### config.mk
export PLATFORM = sky130hd
export DESIGN_NAME = bn_stream_unit
export DESIGN_NICKNAME = d
export VERILOG_FILES = /design/src/rtl/bn_stream_unit.sv
export SDC_FILE = /design/constraint.sdc
export NUM_CORES = 1
export LEC_CHECK = 0
export CORE_MARGIN = 10
export CORE_UTILIZATION = 50
export DETAILED_ROUTE_END_ITERATION = 8
export GPL_ROUTABILITY_DRIVEN = 0
export PLACE_DENSITY = 0.72
export SYNTH_ARGS = -nofsm -noshare
export SYNTH_HDL_FRONTEND = slang
export SYNTH_SLANG_ARGS = --single-unit
### constraint.sdc
create_clock -name clk -period 8.1 [get_ports clk]
set_clock_uncertainty 0.1 [all_clocks]
set_input_delay 1.62 -clock clk [delete_from_list [all_inputs] [get_ports clk]]
set_output_delay 1.62 -clock clk [all_outputs]
set_load 0.01 [all_outputs]
### src/rtl/bn_stream_unit.sv
// Two-stage streaming batch-norm: u_out = sh1(u) + sh2(u) + addend, with a per-channel coefficient bank.
// Define BN_SATURATE_EN for full-precision sums clamped to 2^WIDTH-1 (default: modular WIDTH-bit arithmetic).
module bn_stream_unit #(
    parameter int WIDTH    = 8,
    parameter int CHANNELS = 4,
    parameter int CH_BITS  = $clog2(CHANNELS)
) (
    input  logic               clk,
    input  logic               rst_n,
    input  logic               cfg_we,
    input  logic [CH_BITS-1:0] cfg_ch,
    input  logic [3:0]         cfg_factor,
    input  logic [WIDTH-1:0]   cfg_addend,
    input  logic               in_valid,
    output logic               in_ready,
    input  logic [CH_BITS-1:0] in_ch,
    input  logic [WIDTH-1:0]   u_in,
    output logic               out_valid,
    input  logic               out_ready,
    output logic [CH_BITS-1:0] out_ch,
    output logic [WIDTH-1:0]   u_out
);

`ifdef BN_SATURATE_EN
    localparam int SUM_W = WIDTH + 4;
`else
    localparam int SUM_W = WIDTH;
`endif

    localparam logic [3:0] ID_FACTOR = 4'b0100;

    function automatic logic [SUM_W-1:0] sh1_term(input logic [1:0] code, input logic [WIDTH-1:0] u);
        logic [SUM_W-1:0] ux;
        ux = SUM_W'(u);
        case (code)
            2'b00:   return '0;
            2'b01:   return ux >> 1;
            2'b10:   return ux << 1;
            default: return ux << 3;
        endcase
    endfunction

    function automatic logic [SUM_W-1:0] sh2_term(input logic [1:0] code, input logic [WIDTH-1:0] u);
        logic [SUM_W-1:0] ux;
        ux = SUM_W'(u);
        case (code)
            2'b00:   return '0;
            2'b01:   return ux;
            2'b10:   return ux >> 2;
            default: return ux << 2;
        endcase
    endfunction

    logic [3:0]       bank_factor_q [CHANNELS];
    logic [3:0]       bank_factor_d [CHANNELS];
    logic [WIDTH-1:0] bank_addend_q [CHANNELS];
    logic [WIDTH-1:0] bank_addend_d [CHANNELS];

    logic               s1_valid_q, s1_valid_d;
    logic [WIDTH-1:0]   s1_u_q, s1_u_d;
    logic [CH_BITS-1:0] s1_ch_q, s1_ch_d;
    logic [3:0]         s1_factor_q, s1_factor_d;
    logic [WIDTH-1:0]   s1_addend_q, s1_addend_d;

    logic               out_valid_q, out_valid_d;
    logic [CH_BITS-1:0] out_ch_q, out_ch_d;
    logic [WIDTH-1:0]   u_out_q, u_out_d;

    logic               in_accept;
    logic               s1_adv;
    logic [3:0]         sel_factor;
    logic [WIDTH-1:0]   sel_addend;
    logic [SUM_W-1:0]   s1_sum;
    logic [WIDTH-1:0]   s2_result;

    assign s1_adv    = !out_valid_q || out_ready;
    assign in_ready  = !s1_valid_q || s1_adv;
    assign in_accept = in_valid && in_ready;

    // Channel decode by loop: indices at or beyond CHANNELS match nothing, so
    // such writes are dropped and such samples fall back to identity.
    always_comb begin
        // NOTE: every combinationally assigned signal gets a default first so no latch is inferred.
        bank_factor_d = bank_factor_q;
        bank_addend_d = bank_addend_q;
        sel_factor    = ID_FACTOR;
        sel_addend    = '0;
        for (int i = 0; i < CHANNELS; i++) begin
            if (cfg_we && cfg_ch == CH_BITS'(i)) begin
                bank_factor_d[i] = cfg_factor;
                bank_addend_d[i] = cfg_addend;
            end
            if (in_ch == CH_BITS'(i)) begin
                sel_factor = bank_factor_q[i];
                sel_addend = bank_addend_q[i];
            end
        end
    end

    always_comb begin
        s1_valid_d  = in_accept ? 1'b1 : (s1_adv ? 1'b0 : s1_valid_q);
        s1_u_d      = s1_u_q;
        s1_ch_d     = s1_ch_q;
        s1_factor_d = s1_factor_q;
        s1_addend_d = s1_addend_q;
        if (in_accept) begin
            s1_u_d      = u_in;
            s1_ch_d     = in_ch;
            s1_factor_d = sel_factor;
            s1_addend_d = sel_addend;
        end
    end

    assign s1_sum = sh1_term(s1_factor_q[1:0], s1_u_q) + sh2_term(s1_factor_q[3:2], s1_u_q);

`ifdef BN_SATURATE_EN
    logic [SUM_W-1:0] s2_full;
    always_comb begin
        s2_full   = s1_sum + SUM_W'(s1_addend_q);
        s2_result = (|s2_full[SUM_W-1:WIDTH]) ? '1 : s2_full[WIDTH-1:0];
    end
`else
    assign s2_result = s1_sum + s1_addend_q;
`endif

    // Output register holds while stalled, so u_out/out_ch stay stable under backpressure.
    always_comb begin
        out_valid_d = s1_adv ? s1_valid_q : out_valid_q;
        out_ch_d    = out_ch_q;
        u_out_d     = u_out_q;
        if (s1_adv && s1_valid_q) begin
            out_ch_d = s1_ch_q;
            u_out_d  = s2_result;
        end
    end

    always_ff @(posedge clk) begin
        if (!rst_n) begin
            // NOTE: the coefficient bank is flops with reset, not RAM, so every channel starts as identity.
            for (int i = 0; i < CHANNELS; i++) begin
                bank_factor_q[i] <= ID_FACTOR;
                bank_addend_q[i] <= '0;
            end
            s1_valid_q  <= 1'b0;
            s1_u_q      <= '0;
            s1_ch_q     <= '0;
            s1_factor_q <= ID_FACTOR;
            s1_addend_q <= '0;
            out_valid_q <= 1'b0;
            out_ch_q    <= '0;
            u_out_q     <= '0;
        end else begin
            // NOTE: sequential state uses non-blocking assignments so all flops sample the same edge values.
            bank_factor_q <= bank_factor_d;
            bank_addend_q <= bank_addend_d;
            s1_valid_q    <= s1_valid_d;
            s1_u_q        <= s1_u_d;
            s1_ch_q       <= s1_ch_d;
            s1_factor_q   <= s1_factor_d;
            s1_addend_q   <= s1_addend_d;
            out_valid_q   <= out_valid_d;
            out_ch_q      <= out_ch_d;
            u_out_q       <= u_out_d;
        end
    end

    assign out_valid = out_valid_q;
    assign out_ch    = out_ch_q;
    assign u_out     = u_out_q;

endmodule

==> qor.yml <==
viasPerCell: 5.26
synth_seq_area_share_pct: 40.6
worstMarginPinSlew_ns: 1.04
antenna_left: 0
regToRegEndpoint: "u_out[7]"
netlist_top_cells_count: "171 x nand2_1, 82 x dfxtp_1, 68 x a21boi_0, 24 x clkbuf_1, 18 x inv_1"
synthTopCellsByArea: "dfxtp_1 41%, nand2_1 16%, a21boi_0 13%, mux4_2 6.7%, fa_1 4.0%"
cts.sinks: 82
synth_top_area_share_pct: 40.6
cts_root_buffer: "clkbuf_8"
num_rows: 32
htreeDepth: 3
synth_warnings: 0
initial_core_util_pct: 51.7
yosysMostFrequentCell: "nand2_1"
antennaDiodeCount: 0
ios: 41
cp.arrival_ns: 2.92
irDropWorstVdd_mv: 0.102
outcome: "completed"
cts_made_buffers: 9
fin_nets: 544
n_fill_cell: 713
syn_area_um2: 4040
synthFlopType: "dfxtp_1"
io_buffers: 40
synth_area_leader_cell: "dfxtp_1"
rr_worst_depth: 12
clock.fmax_mhz: 216
vias: 3199
syn2layout_area_growth_pct: 16.2
synth.distinct_cells: 44
drv_cap: 0
place_ws_ns: 3.45
hold_path_class: "flop to flop"
slew_violations: 0
hold_viol: 0
holdWs_ns: 0.363
die_w_um: 110
core_um2: 7810
max_slew_margin_pct: 30.6
avgSynthCellArea_um2: 8.45
dpl_cell_area_um2: 4460
min_period_ns: 4.64
rr_startpoint: "s1_factor_q[2]"
whs_endpoint: "out_ch[1]"
critPathLaunchType: "input pin"
die_h_um: 110
antenna_found_initial: 0
die_area_um2: 12100
cp-end-kind: "primary output"
grt_pass1_wl_mm: 14.8
synth_nets: 521
clock_latency_ns: 0.35
fin_cells: 608
utilization_pct: 60.1
power.leakage_nw: 1.74
dp_cells: 592
cp_max_fo: 5
path_clk_slew_ns: 0.09
timing.final.crit_share_pct: 57.3
total_power_uw: 861
cts_tree: "done"
drc: 0
wirelength_mm: 8.75
layout_setup_ws_ns: 3.46
grt_max_degree: 87
final-setup-viol-count: 0
drtPass1Iterations: 4
first_global_vias: 3183
clk_path_buf_depth: 2
post-dp-hpwl_mm: 6.16
drive_gt1_share_pct: 6.92
postCtsResizedCells: 0
criticalPathCategory: "input pin to primary output"
rsz0062_at_grt: "false"
r2r_setup_slack_ns: 4.95
overflow: 0
drtIter0Drc: 113
hold_start: "s1_ch_q[1]"
synth-edff-count: 0
hold_buffers: 0
fin_tns_setup_ns: 0
drt-wirelength-per-cell_um: 14.4
worstHoldPathCells: 2
cp.required_ns: 6.38
final_area_um2: 4690
post-cts-setup-buffer-count: 0
ys_ff_latch: 82
synth_async_sr_flop_share_pct: 0
grtUsageTotal_pct: 15.2
syn_inst: 478
power_density_nw_per_um2: 183
==> routing by layer <==
layer	vias up	global-route usage (%)	part of all wire, %	routed length (µm)
met3	8	2.93	4.3	378
met2	50	27.8	52	4530
li1	1632	-	-	-
met1	1509	17.3	43	3760
met5	-	0	0	0
met4	0	4.93	0.89	78
==> flip-flops by register name, indices dropped and copies added, names as in the netlist <==
signal         flops
s1_u_q             8
bank_factor_q     16
s1_ch_q            2
out_ch             2
s1_addend_q        8
s1_factor_q        4
s1_valid_q         1
u_out              8
out_valid          1
bank_addend_q     32
==> cell families (layout without fill, tap and decap cells) <==
family / count (synthesis) / in the layout / share of synthesized area [%]
compound gates: 109 / 109 / 19.1
xor+xnor: 3 / 3 / 0.991
fa+ha+maj: 14 / 14 / 5.82
buf+inv: 47 / 75 / 4.58
flops: 82 / 82 / 40.6
mux: 14 / 14 / 7.25
simple gates: 209 / 209 / 21.6
==> layout by cell type, fill, tap and decap left out, types with 2 or more instances in the layout <==
cell type | synthesis | routed
a21boi_0 | 68 | 68
a21o_1 | 2 | 2
a21oi_1 | 8 | 8
a22oi_1 | 2 | 2
and3_1 | 2 | 2
bufinv_16 | 0 | 2
clkbuf_8 | 0 | 11
clkdlybuf4s50_1 | 0 | 39
dfxtp_1 | 82 | 82
fa_1 | 8 | 8
ha_1 | 6 | 6
inv_1 | 18 | 18
mux2_1 | 2 | 2
mux4_2 | 12 | 12
nand2_1 | 171 | 171
nand3_1 | 6 | 6
nand3b_1 | 2 | 2
nor2_1 | 6 | 6
nor2b_1 | 11 | 11
o211a_1 | 2 | 2
o21a_1 | 2 | 2
o21ai_0 | 16 | 16
==> critical path: stages <==
cell and delay (ns):
clkdlybuf4s50_1 0.40, nor2b_1 0.27, nand2_1 0.13, clkdlybuf4s50_1 0.50
==> how the worst max path moves through the flow <==
stage                         start  endpoint  cells past startpoint
after floorplan           out_ready  in_ready                      2
after global placement    out_ready  in_ready                      4
after detailed placement  out_ready  in_ready                      4
after CTS                 out_ready  in_ready                      4
after global routing      out_ready  in_ready                      4
final                     out_ready  in_ready                      4
==> power breakdown <==
part	internal [mW]	switching (mW)
sequential	0.418	0.0107
clock	0.192	0.151
combinational	0.0430	0.0458
==> cell type report <==
type	instances	area (µm²)	share of cell area, %
inverters	18	67.6	1.44
well taps	102	128	2.72
clock buffers	11	151	3.22
multi-input cells	349	2220	47.3
clock inverters	5	85.1	1.81
repair buffers	41	403	8.58
flip-flops and latches	82	1640	35.0
Note: power is estimated with default switching activity, not from simulation.
==> RTL edit (config.mk and constraints unchanged) <==
Change the parameter `CHANNELS` from 4 to 2.
--- a/src/rtl/bn_stream_unit.sv
+++ b/src/rtl/bn_stream_unit.sv
@@ -4,3 +4,3 @@
     parameter int WIDTH    = 8,
-    parameter int CHANNELS = 4,
+    parameter int CHANNELS = 2,
     parameter int CH_BITS  = $clog2(CHANNELS)
Ports: changed (resized cfg_ch, in_ch and out_ch); port bits go from 41 to 38. No check against the original RTL was run, so the function may have changed too.
==> RTL edit against the unedited design <==
- worst setup slack worse by 0.018 ns
- wire length down 32%
- synthesized cell count shrank 26%
- largest power group unchanged
- non-clock buffer count is 3 lower
- total power fell by 35%
- fmax down 0.38%
- sequential power decreased by 29%
- area after synthesis shrank 28%
- final area down 28%
- sequential cell count fell by 26
- utilization is 0.70 points higher
==> RTL edit: results (changes against the unedited design) <==
* Status: complete, no violations
* CTS buffer count at 5 (-4)
* Netlist cell types at 42 (-4.5%)
* Port Buf Inserts at 37 (-7.5%)
* Worst EP arrival at 2.93 ns (about the same)
* Leakage at 1.467 nW (-16%)
* CTS HTree Levels at 2 (-1)
* VDD IR-drop max at 0.0001060 V (+4.3%)
* HPWL after detailed placement at 4362 µm (-29%)
* Number of flip-flops in the largest register at 16 (-50%)
* Synth top cells by count: nand2_1, dfxtp_1, a21boi_0
* Clk_lat worst skew at 0.32 ns (-0.03 ns)
* Internal power at 0.4021 mW (-38%)
* Synth top area cells: dfxtp_1, nand2_1, fa_1, a21boi_0, mux2i_1
* Compound-gate portion of the synthesized area at 20.12% (+0.98 points)
* Fraction of layout cells with a size suffix above 1 at 2.902% (-4.0 points)
* Final wirelength at 5977 µm (-32%)
* CP peak stage delay at 0.54 ns (+0.04 ns)
* Post-DP Area at 3294 µm² (-26%)
* Syn avg cell area at 8.216 µm² (-2.8%)
* Initial DRC count at 85 (-25%)
* Syn Nets at 396 (-24%)
* M3 GR Usage at 3.392% (+0.47 points)
* Post-Synth Adder-Cell Area at 8.065% (+2.2 points)
* Layout Cells excl Fill at 451 (-26%)
* Multiplexer share of the synthesized area at 5.019% (-2.2 points)
* Xor/xnor share of the synthesized area at 1.373% (+0.38 points)
* GR Util All Layers at 13.47% (-1.7 points)
* Crit-path slowest cell: clkdlybuf4s50_1
* Most flops, register: bank_addend_q
* Met2 Usage GRT at 23.49% (-4.3 points)
* Placed insts at 443 (-25%)
* Grt met1 use at 15.79% (-1.5 points)
* Largest net degree at the start of global routing at 61 (-30%)
* Max-Slew Margin vs Limit at 38.92% (+8.3 points)
* Register area share after synthesis at 38.44% (-2.2 points)
* Post-placement setup slack at 3.443 ns (-0.004410 ns)
* Layout Nets at 419 (-23%)
* First-pass GRT wire length at 10,170 µm (-31%)
[RTL edit: metal layers]
layer  vias to the layer above  wire (µm)
met5                         -          0
met4                         0         96
met3                         8        275
met2                        31       2859
met1                      1071       2745
li1                       1217          -
[RTL edit: path summary, 6_finish.rpt]
kind                                                  start                    end  slack (ns)  cells past startpoint
worst max-delay path                              out_ready               in_ready        3.45                      4
worst min-delay path                   s1_ch_q$_SDFFE_PN0P_    out_ch$_SDFFE_PN0P_        0.36                      2
worst max register to register  s1_factor_q[2]$_SDFFE_PN1P_  u_out[7]$_SDFFE_PN0P_        4.94                     12
worst min register to register         s1_ch_q$_SDFFE_PN0P_    out_ch$_SDFFE_PN0P_        0.36                      2
[RTL edit: kinds of logic (layout without fill, tap and decap cells)]
group,Yosys count,after routing
AO/OA/AOI/OAI,82,82
buffers and inverters,41,65
flip-flops,56,56
XOR/XNOR,3,3
adder cells (fa/ha/maj),14,14
AND/OR/NAND/NOR,145,145
multiplexers,14,14
[RTL edit: worst max-delay path, delay by kind of cell]
kind,cells,cell delay (ns)
buffers and inverters,2,0.99
and+or+nand+nor,2,0.33
[RTL edit: layout make-up]
cell class	instances	area, µm²
clock buffer	5	68.82
clock inverter	3	27.53
fill	505	2183
inverter	19	71.32
multi-input combinational	258	1634
sequential	56	1121
tap	72	90.09
timing repair buffer	38	377.9
[RTL edit: power groups by stage]
stage / Combinational [mW] / Clock (mW) / Sequential (mW)
CTS: 0.0957 / 0.166 / 0.304
global route: 0.107 / 0.176 / 0.306
floorplan: 0.0643 / 0 / 0.306
detailed placement: 0.0953 / 0 / 0.310
global placement: 0.0931 / 0 / 0.309
finish: 0.0945 / 0.163 / 0.304
